**src/rtl/riscv_pkg.sv**
```systemverilog
// riscv_pkg: shared RV64 fetch constants and the fetch queue entry type.
package riscv_pkg;
  localparam int XLEN = 64;
  localparam int INSTR_W = 32;
  typedef struct packed {
    logic [XLEN-1:0]    pc;
    logic [INSTR_W-1:0] instr;
    logic               misaligned;
  } fetch_entry_t;
endpackage

```
**src/rtl/fetch_queue_mem.sv**
```systemverilog
// fetch_queue_mem: DEPTH x entry register array, one write port, asynchronous read.
module fetch_queue_mem
  import riscv_pkg::*;
#(
  parameter int DEPTH = 4,
  parameter int AW = $clog2(DEPTH)
) (
  input  logic         clk,
  input  logic         we,
  input  logic [AW-1:0] waddr,
  input  fetch_entry_t wdata,
  input  logic [AW-1:0] raddr,
  output fetch_entry_t rdata
);
  fetch_entry_t mem_q [DEPTH];
  always_ff @(posedge clk)
    if (we) mem_q[waddr] <= wdata;
  assign rdata = mem_q[raddr];
endmodule

```
**src/rtl/fetch_queue.sv**
```systemverilog
// fetch_queue: decoupling FIFO between fetch and decode with PC backpressure and flush.
// Define FETCH_QUEUE_BYPASS_EN to let an empty queue pass the input straight to decode.
module fetch_queue
  import riscv_pkg::*;
#(
  parameter int DEPTH = 4,
  parameter int ADDR_W = XLEN,
  parameter int INSTR_W = riscv_pkg::INSTR_W
) (
  input  logic                     clk,
  input  logic                     rst_n,
  input  logic                     flush,
  input  logic                     in_valid,
  input  logic [ADDR_W-1:0]        in_pc,
  input  logic [INSTR_W-1:0]       in_instr,
  output logic                     in_ready,
  output logic                     pc_stall,
  output logic                     out_valid,
  output logic [ADDR_W-1:0]        out_pc,
  output logic [INSTR_W-1:0]       out_instr,
  output logic                     out_misaligned,
  input  logic                     out_ready,
  output logic [$clog2(DEPTH):0]   count
);
  localparam int PW = $clog2(DEPTH);
  logic [PW-1:0] wptr_q, wptr_d, rptr_q, rptr_d;
  logic [PW:0]   count_q, count_d;
  fetch_entry_t  wr_entry, rd_entry, head;
  logic          push, pop, byp, empty;
  assign empty    = count_q == '0;
  assign in_ready = count_q != (PW+1)'(DEPTH);
  assign pc_stall = ~in_ready;
  assign count    = count_q;
  assign wr_entry = '{pc: XLEN'(in_pc), instr: riscv_pkg::INSTR_W'(in_instr), misaligned: |in_pc[1:0]};
`ifdef FETCH_QUEUE_BYPASS_EN
  assign byp = empty && in_valid && !flush;
`else
  assign byp = 1'b0;
`endif
  // a bypassed pair that decode takes immediately is never written
  assign push      = in_valid && in_ready && !flush && !(byp && out_ready);
  assign pop       = !empty && out_ready && !flush;
  assign out_valid = !empty || byp;
  assign head      = byp ? wr_entry : (empty ? '0 : rd_entry);
  assign out_pc         = ADDR_W'(head.pc);
  assign out_instr      = INSTR_W'(head.instr);
  assign out_misaligned = head.misaligned;
  always_comb begin
    wptr_d  = wptr_q + PW'(push);
    rptr_d  = rptr_q + PW'(pop);
    count_d = count_q + (PW+1)'(push) - (PW+1)'(pop);
  end
  always_ff @(posedge clk)
    if (!rst_n || flush) begin
      wptr_q  <= '0;
      rptr_q  <= '0;
      count_q <= '0;
    end else begin
      wptr_q  <= wptr_d;
      rptr_q  <= rptr_d;
      count_q <= count_d;
    end
  fetch_queue_mem #(.DEPTH(DEPTH)) u_mem (
    .clk   (clk),
    .we    (push),
    .waddr (wptr_q),
    .wdata (wr_entry),
    .raddr (rptr_q),
    .rdata (rd_entry)
  );
endmodule

```
**config.mk**
```make
export PLATFORM = sky130hd
export DESIGN_NAME = fetch_queue
export DESIGN_NICKNAME = d
export VERILOG_FILES = /design/src/rtl/riscv_pkg.sv /design/src/rtl/fetch_queue_mem.sv /design/src/rtl/fetch_queue.sv
export SDC_FILE = /design/constraint.sdc
export NUM_CORES = 1
export LEC_CHECK = 0
export BUFFER_PORTS_ARGS = -buffer_cell sky130_fd_sc_hd__buf_2
export CAP_MARGIN = 40
export CORE_MARGIN = 4
export CORE_UTILIZATION = 32
export CTS_CLUSTER_SIZE = 30
export DETAILED_ROUTE_END_ITERATION = 6
export PLACE_DENSITY_LB_ADDON = 0.1
export REMOVE_ABC_BUFFERS = 1
export SETUP_SLACK_MARGIN = 0.4
export SYNTH_ARGS = -nofsm -noshare
export SYNTH_HDL_FRONTEND = slang
export SYNTH_SLANG_ARGS = --single-unit
```
**constraint.sdc**
```tcl
create_clock -name clk -period 21.1 [get_ports clk]
set_input_delay 5.275 -clock clk [delete_from_list [all_inputs] [get_ports clk]]
set_output_delay 5.275 -clock clk [all_outputs]
set_load 0.01 [all_outputs]
```
======== Word level (Yosys, flattened, before mapping) ========
Memory sizes are Yosys's and may differ from the RTL's. A register that Yosys moved wholly into a read port is not among the register bits.
Index checks and enable logic that the tools add are counted.
storage, ports and cells
  register bits after elaboration ......... 7
  RAM bits ................................ 388
  bits of input ports ..................... 101
  memories kept ........................... 1
memory list
  memory       depth  bits a word  read ports  clocked after Yosys merged registers in  wr ports  RTL line               source
  u_mem.mem_q  4      97           1           1                                        1         fetch_queue_mem.sv:15  fetch_entry_t mem_q [DEPTH];
operators by class
  add/sub/neg operators ................... 4
  eq/ne operators ......................... 1
  multiplexer cells ....................... 4
  bitwise gates (word level) .............. 1
  reductions and logical operators ........ 10
operator list
  cell                                  count
  2-to-1 mux 97 bit                     1
  adder 2 x 1 -> 2 bit                  2
  logical AND 1 bit                     4
  adder 3 x 1 -> 3 bit                  1
  zero test 1 bit                       3
  zero test 3 bit                       1
  != test 3 bit, second input constant  1
  subtractor 3 x 1 -> 3 bit             1
  2-to-1 mux 1 bit                      2
  2-to-1 mux 2 bit                      1
  OR reduction 2 bit                    1
  logical OR 1 bit                      1
  inverter 1 bit                        1

======== Depth between registers and ports, before layout ========
  depth in word-level cells ............... 6
  depth in mapped cells ................... 8

======== By module ========
From an unflattened synthesis, not the netlist that was laid out.
second synthesis, totals
  cell total of the unflattened synthesis .. 658
  area, all modules ....................... 15,154.5 µm²
modules (own cells, without submodules)
  module           instances  cells an instance  area each (µm²)  sequential area each (µm²)
  fetch_queue_mem  1          511                14,015.9         11,651.2
  fetch_queue      1          147                1,138.6          140.1

======== Worst setup path before layout ========
Ideal clock, no wire load.
  path type ............................... input -> register
  start ................................... input flush
  end ..................................... memory u_mem.mem_q[0][0] in the netlist's numbering (enable)
  library setup time ...................... 0.825 ns
  arrival time ............................ 15.498 ns
  required time ........................... 20.275 ns
  slack ................................... 4.777 ns
  stages on the path ...................... 2
  path buffers ............................ 1
  path through ............................ clkbuf_1 > nor4b_1
on the way
  word-level cells in the longest chain between the ends .. 4
ends and longest elaborated chain
  item                                    RTL line               source
  from (decl)                             fetch_queue.sv:12      input logic flush,
  zero test 1 bit                         fetch_queue.sv:41      assign push = in_valid && in_ready && !flush && !(byp && out_ready);
  logical AND 1 bit                       fetch_queue.sv:41
  2-to-1 mux 1 bit                        fetch_queue_mem.sv:17  if (we) mem_q[waddr] <= wdata;
  2-to-1 mux 1 bit (not written as such)  fetch_queue_mem.sv:17
  to (decl)                               fetch_queue_mem.sv:15
Every way passes these cells.

==> run_results.csv <==
group,metric,value,unit
clock_tree,clockRootBuffer,"clkbuf_16",
yosys,synth_top_cell_area_share,0.765,
pwr,power.density,90.0,nW/um2
setup_path,crit_path_start_kind,"flop",
route,drt-pass1-iter-count,7,
route,route.detailed.drc,0,
route,viasPerCell,4.65,
sta,setup_ws,12930,ps
pwr,seqPwrFrac,0.531,
setup_path,cp_max_fo,41,
run_status,status,"finished clean",
global_routing,grt.total_usage,0.131,
floorplanning,die_h,226,um
setup_path,required,15830,ps
place,dp_slack,13360,ps
worst_hold_path,hold_start,"wptr_q[1]",
floorplanning,core.rowCount,79,
yosys,yosys_warnings,0,
run,drv_cap,0,
place,hpwl,19900,um
sta,hold_viol,0,
clock_tree,cts_hold_buf,0,
floorplanning,dieArea,51200,um2
yosys,synth_seq_cells,395,
route,vias,7180,
clock_tree,worstSkewPairLatency,550,ps
cells_and_area,drive_gt1_frac,0.413,
setup_path,rr_startpoint,"count[1]",
sta,rsz0062_at_grt,"false",
place,place.gp.congestion,0.663,
cells_and_area,final_nets,1006,
worst_hold_path,hold_path_class,"reg -> reg",
worst_hold_path,hold_depth,2,
floorplanning,initial_core_util,0.325,
yosys,seq_area_frac_synth,0.774,
setup_path,crit_path_start,"rptr_q[1]",
yosys,yosys.area.top_type,"edfxtp_1",
yosys,syn-cell-area,15200,um2
floorplanning,pin_count,204,
pwr,intPower,0.00133,W
clock_tree,cts_tree,"done",
clock_tree,cts_buffers,44,
clock_tree,clockBufferDepth,3,
sta,fin_crit_sh,0.387,
setup_path,arrival,2900,ps
sta,finalSetupViolations,0,
clock_tree,cts_resized,0,
sta,slew_headroom,0.471,
setup_path,crit_type,"reg -> out",
global_routing,antenna_found_initial,9,
clock_tree,clk_pin_slew_worst_paths,60,ps
global_routing,grt_pass1_vias,7819,
sta,setup_tns,0,ps
cells_and_area,syn_to_final_growth,20.4,%
cells_and_area,fin_area,18300,um2
sta,drv_slew,0,
pwr,switching_share,0.197,
yosys,synth_edf_count,388,
yosys,synthTopCellsByArea,"edfxtp_1 (76%), mux4_2 (14%), and2_1 (4.1%)",
setup_path,reg2regPathDepth,4,
floorplanning,core,46900,um2
pwr,combPwrFrac,0.037,
route,ant_nets,0,
sta,fin_worst_skew,17.6,ps
cells_and_area,finish.utilization,0.392,
route,drt_iter0_drc,358,
setup_path,end_kind,"primary output",
pwr,clkPwrFrac,0.431,
place,io_buffers,203,
clock_tree,htree_num_levels,2,
sta,max_freq,122,MHz
pwr,p_sw,0.000326,W
yosys,synthArstFlopShare,0,
global_routing,grt_pass1_wl,49800,um
yosys,syn_inst,666,
floorplanning,die_w,226,um
pwr,power_leakage,6.25,nW
global_routing,grt_max_degree,51,
yosys,avgSynthCellArea,22.9,um2
pwr,max-vdd-ir-drop,43.6,uV
place,place_area,17000,um2
route,wl,33500,um
sta,layout_min_cycle_time,8170,ps
global_routing,gr-total-overflow,0,
clock_tree,cts_setup_buffers,0,
route,wl_per_cell,21.7,um
yosys,ys_types,34,
clock_tree,numClockSinks,395,
yosys,synthFlopType,"edfxtp_1",
sta,worstMarginPinSlew,793,ps
placed cells by master, fill, tap and decap left out, types with 2 or more instances in the layout:
master | netlist | layout
edfxtp_1 | 388 | 388
buf_2 | 11 | 203
and2_1 | 100 | 100
mux4_2 | 97 | 97
clkbuf_16 | 0 | 45
buf_4 | 1 | 15
clkinv_1 | 0 | 14
clkbuf_1 | 1 | 11
nor2_1 | 5 | 5
clkinv_2 | 0 | 5
dfxtp_1 | 7 | 5
inv_1 | 4 | 4
buf_16 | 0 | 4
mux2i_1 | 3 | 3
nand2b_1 | 3 | 3
nor4_2 | 0 | 3
bufinv_16 | 0 | 3
buf_12 | 0 | 3
diode_2 | 0 | 2
nand3b_1 | 2 | 2
ha_1 | 2 | 2
dfxtp_4 | 0 | 2
registers in the layout, summed over array words and instances (netlist names):
name,cells
u_mem.mem_q,388
count,3
rptr_q,2
wptr_q,2
cell type report:
cell class / count / area (um2)
flip-flops and latches: 395 / 11800
diodes: 2 / 5.00
clock buffers: 56 / 1170
repair buffers: 225 / 1300
inverters: 4 / 15.0
clock inverters: 22 / 168
well taps: 607 / 759
fillers: 4315 / 28500
multi-input cells: 232 / 3130
kinds of logic after synthesis:
| family | count (synthesis) | synth area share |
|---|---|---|
| DFF | 395 | 0.774 |
| and+or+nand+nor | 122 | 0.0501 |
| muxes | 100 | 0.145 |
| buffers and inverters | 39 | 0.0224 |
| AOI/OAI and AO/OA | 5 | 0.00287 |
| adders and majority gates | 3 | 0.00296 |
| xor gates and xnor gates | 2 | 0.00238 |
critical path, stage by stage, from the launching register on:
cell and delay, ps:
dfxtp_4 780, buf_4 530, buf_16 290, mux4_2 380
and2_1 180, buf_2 130
per-layer routing:
layer | up-vias | track usage | share of wire
met4 | 14 | 0.0306 | 0.016
met2 | 169 | 0.208 | 0.47
li1 | 3202 | - | -
met5 | - | 0 | 0.0028
met3 | 60 | 0.0420 | 0.064
met1 | 3735 | 0.178 | 0.44
stage by stage:
stage          total power (W)  instances  hold WS (ps)
3_5_place_dp          0.000957       1463           585
2_1_floorplan         0.000925        631           539
6_report               0.00165       1543           602
5_1_grt                0.00172       1541           673
4_1_cts                0.00168       1541           603
3_3_place_gp          0.000956       1456           582
synthesized netlist by cell type, drive strengths merged, types with 2 or more instances:
master	n
dlymetal6s2s	7
nor2	5
ha	2
nand3b	2
nand2b	3
inv	4
buf	27
and2	100
mux2i	3
mux4	97
dfxtp	7
edfxtp	388
nor4	3
or3b	2
path summary, 6_finish.rpt:
kind                             end  slack [ps]
setup reg to reg  u_mem.mem_q[2][36]       18330
setup / recovery          out_pc[14]       12930
hold / removal             wptr_q[1]         600
hold reg to reg            wptr_q[1]         600
power by group through the flow:
stage	logic, W	clock network [W]	registers (W)
finish	0.0000616	0.000713	0.000877
global route	0.0000684	0.000775	0.000878
CTS	0.0000638	0.000739	0.000877
detailed placement	0.0000637	0	0.000894
global placement	0.0000620	0	0.000894
floorplan	0.0000267	0	0.000898
No activity file was read; power rests on OpenSTA's default activity.
